==> src/rtl/axil_cmd_pkg.sv <==
// axil_cmd_master shared types: FSM states, AXI response codes,
// default watchdog limit.
package axil_cmd_pkg;

  typedef enum logic [2:0] {
    S_IDLE,
    S_WR,
    S_WR_RESP,
    S_RD_ADDR,
    S_RD_DATA,
    S_RSP
  } state_t;

  localparam logic [1:0] RESP_OKAY   = 2'b00;
  localparam logic [1:0] RESP_SLVERR = 2'b10;

  localparam int DEF_TIMEOUT_CYCLES = 1024;

endpackage

==> src/rtl/axil_cmd_wdog.sv <==
// Watchdog counter for axil_cmd_master; hit fires on the last
// allowed busy cycle so the FSM leaves on the following edge.
module axil_cmd_wdog
  import axil_cmd_pkg::*;
#(
  parameter int LIMIT = DEF_TIMEOUT_CYCLES
) (
  input  logic clk,
  input  logic rst,
  input  logic clear,
  input  logic busy,
  output logic hit
);

  localparam int CW = $clog2(LIMIT + 1);

  logic [CW-1:0] cnt;

  assign hit = busy && (cnt == CW'(LIMIT - 1));

  always_ff @(posedge clk or posedge rst) begin
    if (rst) begin
      cnt <= '0;
    end else if (clear) begin
      cnt <= '0;
    end else if (busy && !hit) begin
      cnt <= cnt + 1'b1;
    end
  end

endmodule

==> src/rtl/axil_cmd_master.sv <==
// Single-outstanding command to AXI-Lite master bridge.
// Optional watchdog enabled with `define AXIL_CMD_TIMEOUT_EN.
module axil_cmd_master
  import axil_cmd_pkg::*;
#(
  parameter int ADDR_W         = 32,
  parameter int DATA_W         = 32,
  parameter int TIMEOUT_CYCLES = DEF_TIMEOUT_CYCLES
) (
  input  logic                axil_clk,
  input  logic                rst,
  input  logic                cmd_valid,
  output logic                cmd_ready,
  input  logic                cmd_write,
  input  logic [ADDR_W-1:0]   cmd_addr,
  input  logic [DATA_W-1:0]   cmd_wdata,
  output logic                rsp_valid,
  input  logic                rsp_ready,
  output logic [DATA_W-1:0]   rsp_rdata,
  output logic [1:0]          rsp_resp,
  output logic                rsp_timeout,
  output logic                m_axil_awvalid,
  output logic [ADDR_W-1:0]   m_axil_awaddr,
  input  logic                m_axil_awready,
  output logic                m_axil_wvalid,
  output logic [DATA_W-1:0]   m_axil_wdata,
  output logic [DATA_W/8-1:0] m_axil_wstrb,
  input  logic                m_axil_wready,
  input  logic                m_axil_bvalid,
  input  logic [1:0]          m_axil_bresp,
  output logic                m_axil_bready,
  output logic                m_axil_arvalid,
  output logic [ADDR_W-1:0]   m_axil_araddr,
  input  logic                m_axil_arready,
  input  logic                m_axil_rvalid,
  input  logic [DATA_W-1:0]   m_axil_rdata,
  input  logic [1:0]          m_axil_rresp,
  output logic                m_axil_rready
);

  state_t state;
  logic   accept;
  logic   aw_done;
  logic   w_done;

  assign cmd_ready    = (state == S_IDLE) && !rst;
  assign accept       = cmd_valid && cmd_ready;
  assign m_axil_wstrb = '1;

  // a channel counts as done once its valid has dropped or is handshaking now
  assign aw_done = !m_axil_awvalid || m_axil_awready;
  assign w_done  = !m_axil_wvalid || m_axil_wready;

`ifdef AXIL_CMD_TIMEOUT_EN
  logic busy;
  logic tmo_hit;
  logic tmo_q;

  assign busy = state inside {S_WR, S_WR_RESP, S_RD_ADDR, S_RD_DATA};
  assign rsp_timeout = tmo_q;

  axil_cmd_wdog #(
    .LIMIT(TIMEOUT_CYCLES)
  ) u_wdog (
    .clk  (axil_clk),
    .rst  (rst),
    .clear(accept),
    .busy (busy),
    .hit  (tmo_hit)
  );
`else
  assign rsp_timeout = 1'b0;
`endif

  always_ff @(posedge axil_clk or posedge rst) begin
    if (rst) begin
      state          <= S_IDLE;
      m_axil_awvalid <= 1'b0;
      m_axil_wvalid  <= 1'b0;
      m_axil_bready  <= 1'b0;
      m_axil_arvalid <= 1'b0;
      m_axil_rready  <= 1'b0;
      m_axil_awaddr  <= '0;
      m_axil_araddr  <= '0;
      m_axil_wdata   <= '0;
      rsp_valid      <= 1'b0;
      rsp_rdata      <= '0;
      rsp_resp       <= RESP_OKAY;
`ifdef AXIL_CMD_TIMEOUT_EN
      tmo_q          <= 1'b0;
`endif
    end else begin
`ifdef AXIL_CMD_TIMEOUT_EN
      if (tmo_hit) begin
        m_axil_awvalid <= 1'b0;
        m_axil_wvalid  <= 1'b0;
        m_axil_bready  <= 1'b0;
        m_axil_arvalid <= 1'b0;
        m_axil_rready  <= 1'b0;
        rsp_valid      <= 1'b1;
        rsp_rdata      <= '0;
        rsp_resp       <= RESP_SLVERR;
        tmo_q          <= 1'b1;
        state          <= S_RSP;
      end else
`endif
      unique case (state)
        S_IDLE: begin
          if (accept) begin
`ifdef AXIL_CMD_TIMEOUT_EN
            tmo_q <= 1'b0;
`endif
            if (cmd_write) begin
              m_axil_awaddr  <= cmd_addr;
              m_axil_wdata   <= cmd_wdata;
              m_axil_awvalid <= 1'b1;
              m_axil_wvalid  <= 1'b1;
              state          <= S_WR;
            end else begin
              m_axil_araddr  <= cmd_addr;
              m_axil_arvalid <= 1'b1;
              state          <= S_RD_ADDR;
            end
          end
        end
        S_WR: begin
          if (m_axil_awready) m_axil_awvalid <= 1'b0;
          if (m_axil_wready) m_axil_wvalid <= 1'b0;
          if (aw_done && w_done) begin
            m_axil_bready <= 1'b1;
            state         <= S_WR_RESP;
          end
        end
        S_WR_RESP: begin
          if (m_axil_bvalid) begin
            m_axil_bready <= 1'b0;
            rsp_rdata     <= '0;
            rsp_resp      <= m_axil_bresp;
            rsp_valid     <= 1'b1;
            state         <= S_RSP;
          end
        end
        S_RD_ADDR: begin
          if (m_axil_arready) begin
            m_axil_arvalid <= 1'b0;
            m_axil_rready  <= 1'b1;
            state          <= S_RD_DATA;
          end
        end
        S_RD_DATA: begin
          if (m_axil_rvalid) begin
            m_axil_rready <= 1'b0;
            rsp_rdata     <= m_axil_rdata;
            rsp_resp      <= m_axil_rresp;
            rsp_valid     <= 1'b1;
            state         <= S_RSP;
          end
        end
        S_RSP: begin
          if (rsp_ready) begin
            rsp_valid <= 1'b0;
            state     <= S_IDLE;
          end
        end
        default: state <= S_IDLE;
      endcase
    end
  end

endmodule

==> config.mk <==
export PLATFORM = sky130hd
export DESIGN_NAME = axil_cmd_master
export DESIGN_NICKNAME = d
export VERILOG_FILES = /design/src/rtl/axil_cmd_pkg.sv /design/src/rtl/axil_cmd_wdog.sv /design/src/rtl/axil_cmd_master.sv
export SDC_FILE = /design/constraint.sdc
export NUM_CORES = 1
export LEC_CHECK = 0
export ABC_CLOCK_PERIOD_IN_PS = 10750
export CAP_MARGIN = 10
export CORE_MARGIN = 2
export CORE_UTILIZATION = 47
export CTS_BUF_LIST = sky130_fd_sc_hd__clkbuf_8
export DETAILED_ROUTE_END_ITERATION = 8
export PLACE_DENSITY = 0.95
export RECOVER_POWER = 25
export SLEW_MARGIN = 20
export SYNTH_ARGS = -nofsm -noshare
export SYNTH_HDL_FRONTEND = slang
export SYNTH_SLANG_ARGS = --single-unit
==> constraint.sdc <==
create_clock -name axil_clk -period 10.75 [get_ports axil_clk]
set_input_delay 1.6125 -clock axil_clk [delete_from_list [all_inputs] [get_ports axil_clk]]
set_output_delay 1.6125 -clock axil_clk [all_outputs]
set_load 0.1 [all_outputs]
==> flow_summary.toml <==
[finish]
fillerInstances = 746
syn2layout_area_growth_pct = 52.61
seq_area_mm2 = 0.003478
layout-drive-gt1-share_pct = 19.61
final_cell_mix = "242 x clkdlybuf4s50_1, 139 x dfrtp_1, 70 x nand2_1, 59 x mux2_2, 38 x mux2_4"
multiInputGateArea_mm2 = 0.001953
num_antenna_cells = 0
final_common_cell = "clkdlybuf4s50_1"
final_nets = 770

[logic_synthesis]
syn-cell-area_mm2 = 0.005632
synth_top_family_by_area = "multiplexers"
synth_mux_area_share_pct = 22.28
synth_simple_gate_area_share_pct = 7.176
synth_cell_types = 30
synth_seq_cells = 139
synth_fa_ha_area_share_pct = 0
yosys_warnings = 0
synth_area_per_cell_um2 = 13.47
synthXorXnorAreaFrac_pct = 0
ys_seq_area_share_pct = 61.76
synth_compound_area_share_pct = 4.821
synth_cells = 418

[floorplanning]
core_area_mm2 = 0.01156
io_pins = 252
die-width_um = 113.5
rows = 39
fp.dieH_um = 113.5
start_util_pct = 48.70
fp.dieArea_mm2 = 0.01287

[critical_path]
path_class = "input pin to output pin"
cp_slowest_stage_delay_ns = 1.16
setup.worst_path.start_class = "input pin"
worstPathRequired_ns = 9.14
worstReg2RegStart = "state[2]"
arrival_ns = 3.58
crit_path_end_kind = "output pin"
critPathSlowestCell = "clkdlybuf4s50_1"
critPathMaxFanout = 4
worstReg2RegEnd = "m_axil_araddr[20]"
path_cells = "dlygate4sd3_1 -> nor3_1 -> clkdlybuf4s50_1"
r2r_slack_ns = 7.10
rr_worst_depth = 5

[sta]
fin_crit_ns = 5.195
finalClockSkew_ns = 0.01215
max_freq_mhz = 192.5
final.period_utilization_pct = 48.33
setup_viol = 0
whs_ns = 0.4812
fin_setup_tns_ns = 0
rsz0062_at_grt = "false"
hold_viol = 0
finalMaxSlewViolations = 167
tightest_slew_ns = 2.713
relSlewSlack_pct = -81.88

[worst_hold_path]
whs_path_depth = 1
hp-class = "flip-flop to flip-flop"
hp-start = "m_axil_arvalid"
hold_path_end = "m_axil_arvalid"

[clock_tree]
cts_tree = "yes"
clock_latency_ns = 0.44
cts_setup_buffers = 0
clock-root-buffer = "clkbuf_8"
clk_pin_slew_worst_paths_ns = 0.07
clockBufferDepth = 2
ctsHoldBuffers = 0
cts_buffers = 17
clock-sinks = 139
h-tree-depth = 4
cts_resized = 0

[global_routing]
track_usage_pct = 23.56
antenna_found_initial = 0
grt.overflow.total = 0
grt_pass1_wl_um = 23290
first_global_vias = 4479
grtUsageMet1_pct = 25.15
gr-usage-met3_pct = 8.874
use_met2_pct = 42.24
grt.busiest_layer = "met2"
grt_max_degree = 79

[route]
ant_nets = 0
drtPass1Iterations = 4
drt_iter0_drc = 252
wl_per_cell_um = 18.36
drt-total-wl_um = 14980
drc_errors = 0
via_count = 4107
via_per_inst = 5.033

[status]
violations = "max-capacitance violations, max-slew violations"
outcome = "finished, violations left"

[placed_design]
gp_congestion = 0.8096
dp_hpwl_um = 10430
port_buffers = 246

[run]
cap_violations = 3
-- layer usage --
metal | routed length [um] | part of all wire, %
met1 | 5430 | 36
met5 | 0 | 0
met3 | 1164 | 7.8
met2 | 7997 | 53
met4 | 391 | 2.6
-- cell families (layout without fill, tap and decap cells) --
group	count (synthesis)	count (layout)
other	2	5
DFF	139	139
buffers and inverters	36	288
AOI/OAI and AO/OA	49	49
muxes	99	99
and+or+nand+nor	93	93
-- state kept, by name, indices dropped and copies added, names as in the netlist, 2 cells and up --
register / cells
m_axil_awaddr: 32
m_axil_wdata: 32
rsp_resp: 2
m_axil_araddr: 32
state: 3
rsp_rdata: 32
-- per-stage QoR --
stage | area [um^2] | setup slack, ns | util (%) | std cells
2_1_floorplan | 5643 | 5.413 | - | 421
3_3_place_gp | 8137 | 5.627 | 70.36 | 784
3_5_place_dp | 8137 | 5.610 | 70.36 | 784
4_1_cts | 8612 | 5.586 | 74.47 | 816
5_1_grt | 8594 | 5.529 | 74.32 | 816
6_report | 8594 | 5.555 | 74.32 | 816
-- layout make-up --
type | instances | area share (%)
Inverter | 6 | 0.2766
Multi-Input combinational cell | 246 | 22.73
Clock buffer | 18 | 2.883
Sequential cell | 139 | 40.47
Timing Repair Buffer | 250 | 28.91
Tap cell | 143 | 2.082
Clock inverter | 14 | 2.650
-- critical path, delay by kind of cell --
kind	cells	cell delay, ns
buffers and inverters	2	1.78
and+or+nand+nor	1	0.20
-- Yosys cell counts (all sizes together) --
library cell	number	area share, %
dfrtp	139	62
mux2	97	22
nand2	71	4.7
o21ai	37	3.3
buf	18	2.6
clkbuf	12	0.80
inv	6	0.40
nor2	5	0.33
nand2b	4	0.44
a21oi	3	0.27
a21o	2	0.27
a32oi	2	0.31
conb	2	0.13
mux2i	2	0.36
nand3b	2	0.27
nor2b	2	0.22
nor3	2	0.18
nor3b	2	0.27
o21bai	2	0.27
a311oi	1	0.16
a31oi	1	0.11
a41oi	1	0.16
and2	1	0.11
and3	1	0.11
nand3	1	0.089
nor4b	1	0.27
or2	1	0.16
-- worst max-delay path by stage --
stage                     from               end  slack (ns)  cells past startpoint
after global routing       rst         cmd_ready        5.53                      3
after CTS                  rst         cmd_ready        5.59                      3
after floorplan            rst  m_axil_araddr[0]        5.41                      1
after detailed placement   rst         cmd_ready        5.61                      3
after global placement     rst         cmd_ready        5.63                      3
final                      rst         cmd_ready        5.55                      3
Power is not shown: default switching activity piles up to over one toggle a cycle in this logic, so the estimate is an artifact.
